### config.mk
export PLATFORM = sky130hd
export DESIGN_NAME = corevx_writeback_flat
export DESIGN_NICKNAME = d
export VERILOG_FILES = /design/src/rtl/corevx_pkg.sv /design/src/rtl/corevx_writeback_if.sv /design/src/rtl/corevx_load_extend.sv /design/src/rtl/corevx_writeback.sv /design/src/flat_wrapper.sv
export SDC_FILE = /design/constraint.sdc
export NUM_CORES = 1
export LEC_CHECK = 0
export CAP_MARGIN = 20
export CORE_MARGIN = 3
export CORE_UTILIZATION = 47
export CTS_CLUSTER_DIAMETER = 200
export DETAILED_ROUTE_END_ITERATION = 8
export GPL_TIMING_DRIVEN = 0
export PLACE_DENSITY = 0.83
export SLEW_MARGIN = 0
export SYNTH_ARGS = -nofsm -noshare
export SYNTH_HDL_FRONTEND = slang
export SYNTH_SLANG_ARGS = --single-unit
### constraint.sdc
create_clock -name clk -period 4.16 [get_ports clk]
set_input_delay 1.248 -clock clk [delete_from_list [all_inputs] [get_ports clk]]
set_output_delay 1.248 -clock clk [all_outputs]
set_load 0.02 [all_outputs]
### src/rtl/corevx_pkg.sv
// Shared constants and types for the corevx writeback slice.
// Holds the load funct3 encodings, data width and register address width.
package corevx_pkg;

   localparam int XLEN   = 32;
   localparam int NREGS  = 32;
   localparam int REG_AW = $clog2(NREGS);

   localparam logic [2:0] LOAD_LB  = 3'd0;
   localparam logic [2:0] LOAD_LH  = 3'd1;
   localparam logic [2:0] LOAD_LW  = 3'd2;
   localparam logic [2:0] LOAD_LBU = 3'd4;
   localparam logic [2:0] LOAD_LHU = 3'd5;

   typedef logic [REG_AW-1:0] reg_addr_t;
   typedef logic [XLEN-1:0]   xdata_t;

endpackage

### src/rtl/corevx_writeback_if.sv
// Bundle between decode/ALU/LSU and the writeback stage.
// The master drives issue, ALU and load inputs; the slave (writeback) drives the write port and hazard status.
interface corevx_writeback_if;
   import corevx_pkg::*;

   logic      iss_valid;
   logic      iss_long;
   reg_addr_t iss_rd_addr;
   reg_addr_t rs1_addr;
   reg_addr_t rs2_addr;
   logic      rs1_busy;
   logic      rs2_busy;

   logic      alu_valid;
   reg_addr_t alu_rd_addr;
   xdata_t    alu_wdata;

   logic      lsu_valid;
   logic      lsu_ready;
   reg_addr_t lsu_rd_addr;
   xdata_t    lsu_rdata;
   logic [2:0] lsu_funct3;
   logic [1:0] lsu_addr_lo;

   reg_addr_t rd_addr;
   xdata_t    rd_wdata;
   logic      rd_write;
   logic      err_waw;
   logic      err_misalign;

   modport master (
      output iss_valid, iss_long, iss_rd_addr, rs1_addr, rs2_addr,
      output alu_valid, alu_rd_addr, alu_wdata,
      output lsu_valid, lsu_rd_addr, lsu_rdata, lsu_funct3, lsu_addr_lo,
      input  rs1_busy, rs2_busy, lsu_ready,
      input  rd_addr, rd_wdata, rd_write, err_waw, err_misalign
   );

   modport slave (
      input  iss_valid, iss_long, iss_rd_addr, rs1_addr, rs2_addr,
      input  alu_valid, alu_rd_addr, alu_wdata,
      input  lsu_valid, lsu_rd_addr, lsu_rdata, lsu_funct3, lsu_addr_lo,
      output rs1_busy, rs2_busy, lsu_ready,
      output rd_addr, rd_wdata, rd_write, err_waw, err_misalign
   );

endinterface

### src/rtl/corevx_load_extend.sv
// Combinational load data extraction: selects byte/halfword lane and sign/zero extends.
// Unknown funct3 codes behave as LW; misaligned accesses use the truncated offset.
module corevx_load_extend
   import corevx_pkg::*;
(
   input  logic [2:0]      funct3_i,
   input  logic [1:0]      addr_lo_i,
   input  logic [XLEN-1:0] rdata_i,
   output logic [XLEN-1:0] data_o,
   output logic            misalign_o
);

   logic [7:0]  byte_v;
   logic [15:0] half_v;

   assign byte_v = rdata_i[{addr_lo_i, 3'b000} +: 8];
   assign half_v = rdata_i[{addr_lo_i[1], 4'b0000} +: 16];

   always_comb begin
      data_o     = rdata_i;
      misalign_o = 1'b0;
      case (funct3_i)
         LOAD_LB:  data_o = {{(XLEN-8){byte_v[7]}}, byte_v};
         LOAD_LBU: data_o = {{(XLEN-8){1'b0}}, byte_v};
         LOAD_LH: begin
            data_o     = {{(XLEN-16){half_v[15]}}, half_v};
            misalign_o = addr_lo_i[0];
         end
         LOAD_LHU: begin
            data_o     = {{(XLEN-16){1'b0}}, half_v};
            misalign_o = addr_lo_i[0];
         end
         default: begin
            data_o     = rdata_i;
            misalign_o = |addr_lo_i;
         end
      endcase
   end

endmodule

### src/rtl/corevx_writeback.sv
// Writeback stage: ALU-priority merge of ALU and load results into a registered
// register-file write port, plus the pending-long-write scoreboard for decode.
module corevx_writeback
   import corevx_pkg::*;
(
   input  logic               clk,
   input  logic               rst_n,
   corevx_writeback_if.slave  wb
);

   logic            lsu_acc;
   logic [XLEN-1:0] ld_data;
   logic            ld_mis;

   logic            rd_write_q, rd_write_d;
   reg_addr_t       rd_addr_q, rd_addr_d;
   logic [XLEN-1:0] rd_wdata_q, rd_wdata_d;
   logic [NREGS-1:0] pending_q, pending_d;
   logic [NREGS-1:0] set_vec, clr_vec;
   logic            err_waw_q, err_waw_d;
   logic            err_mis_q, err_mis_d;

   assign wb.lsu_ready = !wb.alu_valid;
   assign lsu_acc      = wb.lsu_valid && !wb.alu_valid;

   corevx_load_extend u_load_extend (
      .funct3_i   (wb.lsu_funct3),
      .addr_lo_i  (wb.lsu_addr_lo),
      .rdata_i    (wb.lsu_rdata),
      .data_o     (ld_data),
      .misalign_o (ld_mis)
   );

   // Write to x0 still updates the address/data register but never strobes the write.
   always_comb begin
      rd_write_d = 1'b0;
      rd_addr_d  = rd_addr_q;
      rd_wdata_d = rd_wdata_q;
      if (wb.alu_valid) begin
         rd_write_d = (wb.alu_rd_addr != '0);
         rd_addr_d  = wb.alu_rd_addr;
         rd_wdata_d = wb.alu_wdata;
      end else if (lsu_acc) begin
         rd_write_d = (wb.lsu_rd_addr != '0);
         rd_addr_d  = wb.lsu_rd_addr;
         rd_wdata_d = ld_data;
      end
   end

   // Set is applied after clear so a same-cycle reissue keeps the bit pending.
   always_comb begin
      set_vec = '0;
      clr_vec = '0;
      if (wb.iss_valid && wb.iss_long) set_vec[wb.iss_rd_addr] = 1'b1;
      if (lsu_acc)                     clr_vec[wb.lsu_rd_addr] = 1'b1;
      pending_d    = (pending_q & ~clr_vec) | set_vec;
      pending_d[0] = 1'b0;
      err_waw_d    = err_waw_q |
                     (wb.iss_valid && wb.iss_long && (wb.iss_rd_addr != '0) &&
                      pending_q[wb.iss_rd_addr] && !clr_vec[wb.iss_rd_addr]);
      err_mis_d    = err_mis_q | (lsu_acc && ld_mis);
   end

   always_ff @(posedge clk or negedge rst_n) begin
      if (!rst_n) begin
         rd_write_q <= 1'b0;
         rd_addr_q  <= '0;
         rd_wdata_q <= '0;
         pending_q  <= '0;
         err_waw_q  <= 1'b0;
         err_mis_q  <= 1'b0;
      end else begin
         rd_write_q <= rd_write_d;
         rd_addr_q  <= rd_addr_d;
         rd_wdata_q <= rd_wdata_d;
         pending_q  <= pending_d;
         err_waw_q  <= err_waw_d;
         err_mis_q  <= err_mis_d;
      end
   end

   assign wb.rs1_busy     = pending_q[wb.rs1_addr];
   assign wb.rs2_busy     = pending_q[wb.rs2_addr];
   assign wb.rd_write     = rd_write_q;
   assign wb.rd_addr      = rd_addr_q;
   assign wb.rd_wdata     = rd_wdata_q;
   assign wb.err_waw      = err_waw_q;
   assign wb.err_misalign = err_mis_q;

endmodule

### src/flat_wrapper.sv
// flat-port wrapper written by rule: the top's interface ports become plain ports
module corevx_writeback_flat import corevx_pkg::*;
  (clk, rst_n, wb_iss_valid, wb_iss_long, wb_iss_rd_addr, wb_rs1_addr, wb_rs2_addr, wb_alu_valid, wb_alu_rd_addr, wb_alu_wdata, wb_lsu_valid, wb_lsu_rd_addr, wb_lsu_rdata, wb_lsu_funct3, wb_lsu_addr_lo, wb_rs1_busy, wb_rs2_busy, wb_lsu_ready, wb_rd_addr, wb_rd_wdata, wb_rd_write, wb_err_waw, wb_err_misalign);
  corevx_writeback_if wb_i ();
  input  logic clk;
  input  logic rst_n;
  input wire logic [$bits(wb_i.iss_valid)-1:0] wb_iss_valid;
  input wire logic [$bits(wb_i.iss_long)-1:0] wb_iss_long;
  input wire logic [$bits(wb_i.iss_rd_addr)-1:0] wb_iss_rd_addr;
  input wire logic [$bits(wb_i.rs1_addr)-1:0] wb_rs1_addr;
  input wire logic [$bits(wb_i.rs2_addr)-1:0] wb_rs2_addr;
  input wire logic [$bits(wb_i.alu_valid)-1:0] wb_alu_valid;
  input wire logic [$bits(wb_i.alu_rd_addr)-1:0] wb_alu_rd_addr;
  input wire logic [$bits(wb_i.alu_wdata)-1:0] wb_alu_wdata;
  input wire logic [$bits(wb_i.lsu_valid)-1:0] wb_lsu_valid;
  input wire logic [$bits(wb_i.lsu_rd_addr)-1:0] wb_lsu_rd_addr;
  input wire logic [$bits(wb_i.lsu_rdata)-1:0] wb_lsu_rdata;
  input wire logic [$bits(wb_i.lsu_funct3)-1:0] wb_lsu_funct3;
  input wire logic [$bits(wb_i.lsu_addr_lo)-1:0] wb_lsu_addr_lo;
  output wire logic [$bits(wb_i.rs1_busy)-1:0] wb_rs1_busy;
  output wire logic [$bits(wb_i.rs2_busy)-1:0] wb_rs2_busy;
  output wire logic [$bits(wb_i.lsu_ready)-1:0] wb_lsu_ready;
  output wire logic [$bits(wb_i.rd_addr)-1:0] wb_rd_addr;
  output wire logic [$bits(wb_i.rd_wdata)-1:0] wb_rd_wdata;
  output wire logic [$bits(wb_i.rd_write)-1:0] wb_rd_write;
  output wire logic [$bits(wb_i.err_waw)-1:0] wb_err_waw;
  output wire logic [$bits(wb_i.err_misalign)-1:0] wb_err_misalign;
  assign wb_i.iss_valid = wb_iss_valid;
  assign wb_i.iss_long = wb_iss_long;
  assign wb_i.iss_rd_addr = wb_iss_rd_addr;
  assign wb_i.rs1_addr = wb_rs1_addr;
  assign wb_i.rs2_addr = wb_rs2_addr;
  assign wb_i.alu_valid = wb_alu_valid;
  assign wb_i.alu_rd_addr = wb_alu_rd_addr;
  assign wb_i.alu_wdata = wb_alu_wdata;
  assign wb_i.lsu_valid = wb_lsu_valid;
  assign wb_i.lsu_rd_addr = wb_lsu_rd_addr;
  assign wb_i.lsu_rdata = wb_lsu_rdata;
  assign wb_i.lsu_funct3 = wb_lsu_funct3;
  assign wb_i.lsu_addr_lo = wb_lsu_addr_lo;
  assign wb_rs1_busy = wb_i.rs1_busy;
  assign wb_rs2_busy = wb_i.rs2_busy;
  assign wb_lsu_ready = wb_i.lsu_ready;
  assign wb_rd_addr = wb_i.rd_addr;
  assign wb_rd_wdata = wb_i.rd_wdata;
  assign wb_rd_write = wb_i.rd_write;
  assign wb_err_waw = wb_i.err_waw;
  assign wb_err_misalign = wb_i.err_misalign;
  corevx_writeback u_core (.clk(clk), .rst_n(rst_n), .wb(wb_i));
endmodule
-- Yosys cells after proc, flatten, opt, wreduce, memory -nomap -nowiden
Index checks and enable logic that the tools add are counted.
- register bits: 71
- input bits: 100
- output and inout bits: 43
- word-level logic and storage cells: 62
- order comparisons: 6
- equality and inequality tests: 3
- shift-type cells: 2
- mux-type cells: 22
- bitwise logic cells: 5
- reduce and logical (&&, ||, !) cells: 18
- operator list (operator ; number):
    $mux W32 ; 4
    $pmux W32 S4 ; 1
    $and A32 B32 Y32 ; 1
    $not A32 Y32 ; 1
    $or A32 B32 Y32 ; 1
    $shiftx A32 B6 Y16 ; 1
    $shiftx A32 B6 Y8 ; 1
    $lt A5 B6 Y1 const B ; 4
    $bmux W1 S5 ; 4
    $reduce_bool A5 Y1 ; 3
    $demux W1 S5 ; 2
    $ge A5 B1 Y1 const B ; 2
    $mux W5 ; 2
    $logic_and A1 B1 Y1 ; 8
    $mux W1 ; 8
    $eq A3 B3 Y1 const B ; 2
    $reduce_or A2 Y1 ; 3
    $eq A3 B1 Y1 const B ; 1
    $logic_not A3 Y1 ; 1
    $logic_not A1 Y1 ; 2
    $or A1 B1 Y1 ; 2
    $pmux W1 S2 ; 1
    $reduce_bool A2 Y1 ; 1

-- Depth between registers and ports, before layout
Gate-level depths: netlist (run 1).
- depth in word-level cells: 10
- depth in mapped cells: 7
- mapped depth without buffers: 5

-- Cells and area by module
A second synthesis (run 1) with hierarchy kept.
- cells, all modules: 510
- area, all modules: 4759.6 um^2
- modules (own cells, without submodules) (module ; instances ; cells an instance ; area an instance (um^2)):
    corevx_writeback ; 1 ; 388 ; 4056.4
    corevx_load_extend ; 1 ; 122 ; 703.2

-- Worst setup path before layout (run 1)
OpenSTA, ideal clock, no wires.
- path type: input-to-output
- start: input wb_rs1_addr[0]
- end: output wb_rs1_busy
- arrival time: 2566 ps
- data required time: 2912 ps
- path slack: 346 ps
- cell stages on the path: 5
- buffers on the path: 1
- path through: buf_4 > mux4_2 > mux4_2 > clkinv_1 > a21oi_1
- word-level cells in the longest chain between the ends: 2
- ends and longest elaborated chain (item ; RTL line ; text):
    start: declaration ; flat_wrapper.sv:10 ; input wire logic [$bits(wb_i.rs1_addr)-1:0] wb_rs1_addr;
    $bmux W1 S5 ; corevx_writeback.sv:82 ; assign wb.rs1_busy = pending_q[wb.rs1_addr];
    $mux W1 (not written as such) ; corevx_writeback.sv:82 ;
    end: declaration ; flat_wrapper.sv:20 ; output wire logic [$bits(wb_i.rs1_busy)-1:0] wb_rs1_busy;
No other way between the ends. The select of a mux whose other input is x is not followed.

-- Worst setup path after layout (run 1)
Ends and elaborated chain as after synthesis.

==> results of run 1 <==
==> flip-flops by register name (all words and copies together) (netlist names) <==
name / count
u_core.wb.err_waw: 1
u_core.wb.rd_addr: 5
u_core.wb.rd_write: 1
u_core.wb.rd_wdata: 32
u_core.pending_q: 31
u_core.wb.err_misalign: 1
==> routing by layer <==
layer | wire (µm) | global-route usage
met5 | 0 | 0
met4 | 410 | 0.113
met3 | 1390 | 0.0695
met2 | 7820 | 0.471
met1 | 5950 | 0.364
==> cells by family after synthesis <==
logic type | Yosys count | share of synthesized area
mux | 46 | 0.158
compound gates | 183 | 0.262
flops | 71 | 0.391
xor+xnor | 5 | 0.00965
buf+inv | 52 | 0.0493
simple gates | 126 | 0.129
==> worst max-delay path, delay by kind of cell <==
kind            cells  cell delay [ns]
compound gates      1             0.06
buf+inv             3             0.52
mux                 2             1.01
==> worst paths after layout <==
check | to | cells past startpoint | start | slack [ns]
worst min-delay path | u_core.wb.err_misalign$_DFF_PN0_ | 1 | u_core.wb.err_misalign$_DFF_PN0_ | 0.47
max in group asynchronous | u_core.wb.rd_wdata[20]$_DFFE_PN0P_ | 1 | rst_n | 2.53
min in group asynchronous | u_core.wb.rd_wdata[6]$_DFFE_PN0P_ | 1 | rst_n | 1.03
worst max-delay path | wb_rs1_busy | 6 | wb_rs1_addr[0] | 0.07
worst max register to register | u_core.wb.err_waw$_DFF_PN0_ | 4 | u_core.pending_q[11]$_DFF_PN0_ | 2.44
worst min register to register | u_core.wb.err_misalign$_DFF_PN0_ | 1 | u_core.wb.err_misalign$_DFF_PN0_ | 0.47
==> layout make-up <==
cell class                      count  area (µm²)  share of cell area
Clock inverter                      4        22.5             0.00367
Buffer                             37         178              0.0289
Tap cell                          129         161              0.0263
Multi-Input combinational cell    360        2550               0.415
Clock buffer                       11         141              0.0230
Inverter                           15        56.3             0.00916
Sequential cell                    71        1780               0.289
Timing Repair Buffer              126        1260               0.205
==> where the power goes <==
part | internal, mW | switching [mW] | total, mW
registers | 0.787 | 0.0866 | 0.874
logic | 0.327 | 0.322 | 0.649
clock network | 0.227 | 0.266 | 0.492
total | 1.34 | 0.675 | 2.02
==> per-stage QoR <==
step	hold slack (ns)	area [µm²]	cells
floorplan	0.487	4540	483
global placement	0.443	5960	738
detailed placement	0.447	5960	738
CTS	0.469	6130	753
global route	0.494	6140	753
finish	0.467	6140	753
==> cell usage in the layout, fill, tap and decap left out, types with 4 or more instances in the layout <==
cell,Yosys,final
a21oi_1,18,18
a21oi_2,10,10
a221oi_1,9,8
a31oi_1,7,7
buf_2,8,8
clkbuf_1,22,21
clkbuf_8,0,10
clkdlybuf4s50_1,0,123
dfrtp_1,71,71
inv_1,12,12
mux2_2,5,5
mux2i_1,21,21
mux4_2,20,20
nand2_1,44,44
nand3_1,5,5
nand3b_1,8,8
nor2_1,41,41
nor3_1,5,5
o21ai_0,79,79
o21ai_1,11,11
o221ai_1,5,5
o22ai_1,4,4
o31ai_1,10,10
o31ai_2,10,10
or3_1,6,6
xor2_1,4,4
==> timing repair <==
action | 4_1_cts | 5_1_grt
gates cloned | 0 | 0
endpoints found under the hold margin | 0 | 0
gates resized for setup | 5 | 4
pin swaps | 0 | 1
endpoints found under the setup margin | 2 | 2
==> flow_metrics.py, run 1 <==
metrics = {
    "outcome": {
        "outcome": "complete, no violations",
    },
    "clocking": {
        "clock_path_buffers": 2,
        "htreeDepth": 3,
        "cts.sinks": 71,
        "postCtsSetupRepairBufs": 0,
        "cts_tree": "yes",
        "clk_latency_ns": 0.34,
        "root_buffer": "clkbuf_8",
        "cts_hold_buffers": 0,
        "cts_made_buffers": 9,
        "clk_pin_slew_ns": 0.07,
    },
    "power_and_ir_drop": {
        "total_power_mw": 2.02,
        "p_leak_nw": 2.43,
        "ir_worst_vdd_mv": 0.160,
        "cellPowerDensity_nw_per_um2": 328,
    },
    "route": {
        "wl_per_cell_um": 20.7,
        "vias_per_cell": 6.22,
        "drt_drc_violations_left": 0,
        "drtAntennaViolNets": 0,
        "drt_iter0_markers": 311,
        "routed-via-count": 4685,
        "dr.pass1.iters": 5,
        "wirelength_um": 15600,
    },
    "placed_design": {
        "gp_congestion": 0.943,
        "hpwl_um": 11600,
        "post-place-ws_ns": -0.344,
        "io_buffers": 126,
    },
    "floorplanning": {
        "start_util": 0.487,
        "boundaryPins": 143,
        "die_w_um": 104,
        "die_h_um": 104,
        "coreArea_um2": 9330,
        "die_area_um2": 10900,
        "rows": 35,
    },
    "flow_run": {
        "max_cap_viol_count": 0,
    },
    "worst_setup_path": {
        "path_common_cell": "mux4_2",
        "cp-start-kind": "input port",
        "path_cells": "buf_6 > mux4_2 > mux4_2 > clkinv_1 > a21oi_1 > dlygate4sd2_1",
        "end_kind": "output port",
        "crit_path_top_delay_cell": "mux4_2",
        "slowest_delay_ns": 0.53,
        "cp_data_arrival_time_ns": 2.84,
        "critPathKind": "in2out",
        "crit_path_max_fanout": 9,
        "worst_ep_required_time_ns": 2.91,
    },
    "synth": {
        "synthTopCellsByArea": "dfrtp_1, mux4_2, o21ai_0",
        "synthesis.area_um2": 4540,
        "synth.avg_cell_area_um2": 9.40,
        "synth.distinct_cells": 49,
        "ys.flop_type": "dfrtp_1",
        "synth_cells": 483,
        "yosys.area.top_type": "dfrtp_1",
        "synth-seq-area-share": 0.391,
        "synth-edff-count": 0,
        "synthTopCellsByCount": "o21ai_0, dfrtp_1, nand2_1",
        "ys_seq_elements": 71,
        "synth-async-reset-ratio": 1.00,
        "synth_top_area_frac": 0.391,
        "yosysWarnings": 0,
        "synth_most_common_cell": "o21ai_0",
        "synth_fp_nets": 583,
    },
    "timing": {
        "period_minus_slack_ns": 4.09,
        "fin_crit_sh": 0.982,
        "fin_skew_ns": 0.00657,
        "setup-tns-final_ns": 0,
        "rsz0062_at_grt": "false",
        "drv_slew": 0,
        "max_freq_mhz": 245,
        "slew_headroom": 0.392,
        "tightestPinTransition_ns": 0.912,
        "finalSetupViolCount": 0,
        "setup_ws_ns": 0.0739,
        "hold_violations": 0,
    },
    "cells_and_area": {
        "drive_above_1_share": 0.135,
        "n_fill_cell": 754,
        "final_util": 0.659,
        "fin_nets": 720,
        "antenna_cells": 0,
        "syn2layout_area_growth_pct": 35.3,
    },
    "global_route": {
        "grt_pass1_wl_um": 25100,
        "grt-ovfl-total": 0,
        "track_usage": 0.286,
        "antenna_found_initial": 0,
        "grt_pass1_vias": 4820,
        "grt_max_degree": 72,
    },
    "worst_hold_path": {
        "min_path_type": "reg2reg",
    },
}
(Power assumes the default switching activity.)
==> inputs of run 2 (changes only) <==
- CAP_MARGIN: 20 -> 40
==> run 2 against run 1 <==
Compared with the run above: clock skew down 0.0043 ns; global-route usage rose by 0.30 points; via count decreased by 0.64%; highest routed layer unchanged.
==> flow_metrics.py, run 2 (same netlist as run 1, synthesis figures left out) <==
metrics = {
    "outcome": {
        "outcome": "complete, no violations",
    },
    "clocking": {
        "clk_latency_ns": 0.34,
        "cts.sinks": 71,
        "clk_pin_slew_ns": 0.07,
        "cts_made_buffers": 9,
        "htreeDepth": 3,
        "clock_path_buffers": 2,
        "postCtsSetupRepairBufs": 0,
        "cts_tree": "yes",
        "root_buffer": "clkbuf_8",
    },
    "power_and_ir_drop": {
        "ir_worst_vdd_mv": 0.136,
        "power.switching_uw": 675,
        "p_leak_nw": 2.43,
        "cellPowerDensity_nw_per_um2": 326,
        "p_int_mw": 1.33,
        "pwr-share-seq": 0.436,
        "switching_share": 0.337,
        "clkPwrFrac": 0.240,
        "total_power_mw": 2.01,
        "p_comb_frac": 0.324,
    },
    "route": {
        "vias_per_cell": 6.17,
        "dr.pass1.iters": 5,
        "wl_met3_um": 1500,
        "wirelength_um": 15500,
        "drt_drc_violations_left": 0,
        "wl_per_cell_um": 20.5,
        "met2_length_um": 7510,
        "drtAntennaViolNets": 0,
        "m1WireLength_um": 5980,
        "drt_iter0_markers": 370,
        "top_layer_used": "met4",
        "routed-via-count": 4655,
    },
    "floorplanning": {
        "boundaryPins": 143,
        "rows": 35,
        "die_w_um": 104,
        "start_util": 0.487,
        "die_area_um2": 10900,
        "die_h_um": 104,
        "coreArea_um2": 9330,
    },
    "worst_setup_path": {
        "end_kind": "output port",
        "cp_data_arrival_time_ns": 2.83,
        "crit_path_top_delay_cell": "mux4_2",
        "path_cells": "buf_6 > mux4_2 > mux4_2 > clkinv_1 > a21oi_1 > dlygate4sd2_1",
        "worst_ep_required_time_ns": 2.91,
        "critPathKind": "in2out",
        "path_buf_inv": 3,
        "critical-path-top-delay-family": "multiplexers",
        "crit_path_max_fanout": 9,
        "path_common_cell": "mux4_2",
        "slowest_delay_ns": 0.53,
        "cp-start-kind": "input port",
    },
    "cells_and_area": {
        "fin_nets": 721,
        "antenna_cells": 0,
        "final_area_um2": 6160,
        "drive_above_1_share": 0.133,
        "syn2layout_area_growth_pct": 35.7,
        "n_fill_cell": 749,
        "final_cell_mix": "clkdlybuf4s50_1, o21ai_0, dfrtp_1",
        "layout_commonest_cell": "clkdlybuf4s50_1",
        "largest_reg_flops": 32,
    },
    "placed_design": {
        "gp_congestion": 0.943,
        "dpl-instance-area_um2": 5990,
        "hpwl_um": 11800,
        "io_buffers": 126,
    },
    "timing": {
        "slew_headroom": 0.571,
        "fin_crit_sh": 0.981,
        "period_minus_slack_ns": 4.08,
        "fin_skew_ns": 0.00231,
        "hold_violations": 0,
        "tightestPinTransition_ns": 0.643,
        "hold_ws_ns": 0.478,
        "rsz0062_at_grt": "false",
        "drv_slew": 0,
        "finalSetupViolCount": 0,
        "max_freq_mhz": 245,
    },
    "global_route": {
        "track_usage": 0.289,
        "grt-ovfl-total": 0,
        "antenna_found_initial": 0,
        "grt_pass1_wl_um": 25200,
        "grt_max_degree": 49,
        "grt_pass1_vias": 4793,
    },
    "worst_hold_path": {
        "min_path_type": "reg2reg",
    },
    "flow_run": {
        "max_cap_viol_count": 0,
    },
}
==> run 2: cell types whose count changed in the layout (fill, tap and decap cells not counted) <==
cell	previous run	this run
clkbuf_1	21	23
a221oi_1	8	9
a221oi_2	1	0
clkbuf_8	10	9
buf_16	0	1
==> run 2: per-stage QoR <==
stage           util  TNS [ns]  worst slack [ns]  std cells
2_1_floorplan      -         0             0.346        483
3_3_place_gp   0.639    -38.48            -0.539        738
3_5_place_dp   0.642    -0.606            -0.326        739
4_1_cts        0.659         0            0.0127        755
5_1_grt        0.660         0            0.0192        755
6_report       0.660         0            0.0799        755
==> run 2: repair_timing <==
| item | 4_1_cts | 5_1_grt |
|---|---|---|
| endpoints found under the setup margin | 2 | 2 |
| resized for setup | 5 | 3 |
| hold buffers | 0 | 0 |
| pin swaps | 0 | 0 |
==> run 2: power by group through the flow <==
stage	combinational (mW)	clock (mW)	sequential, mW
6_report	0.651	0.481	0.874
5_1_grt	0.700	0.516	0.885
4_1_cts	0.646	0.485	0.871
3_5_place_dp	0.644	0	0.883
3_3_place_gp	0.624	0	0.872
2_1_floorplan	0.320	0	0.903
==> run 2: area by class of cell <==
type | count | area (µm²) | share of cell area
Sequential cell | 71 | 1780 | 0.288
Clock buffer | 12 | 135 | 0.0219
Clock inverter | 4 | 22.5 | 0.00366
Timing Repair Buffer | 127 | 1280 | 0.209
Multi-Input combinational cell | 360 | 2540 | 0.413
Buffer | 37 | 178 | 0.0288
Tap cell | 129 | 161 | 0.0262
Inverter | 15 | 56.3 | 0.00914
==> run 2: routing by layer <==
layer	vias up	global-route usage
met5	-	0
met4	0	0.120
met3	48	0.0757
met2	280	0.469
met1	2253	0.368
li1	2074	-
==> run 2: worst paths after layout <==
path / from / endpoint / slack [ns] / cells after the start
min in group asynchronous: rst_n / u_core.wb.rd_wdata[5]$_DFFE_PN0P_ / 0.79 / 1
max in group asynchronous: rst_n / u_core.wb.rd_wdata[31]$_DFFE_PN0P_ / 2.81 / 2
hold reg to reg: u_core.wb.err_misalign$_DFF_PN0_ / u_core.wb.err_misalign$_DFF_PN0_ / 0.48 / 1
hold / removal: u_core.wb.err_misalign$_DFF_PN0_ / u_core.wb.err_misalign$_DFF_PN0_ / 0.48 / 1
setup / recovery: wb_rs1_addr[0] / wb_rs1_busy / 0.08 / 6
setup reg to reg: u_core.pending_q[11]$_DFF_PN0_ / u_core.wb.err_waw$_DFF_PN0_ / 2.42 / 4
==> run 2: worst reg2reg max path, cell delays in order (launching register included) <==
cell and delay [ns]:
dfrtp_1 0.43, mux4_2 0.49, and3_1 0.20, nor4_1 0.33
a31oi_1 0.16
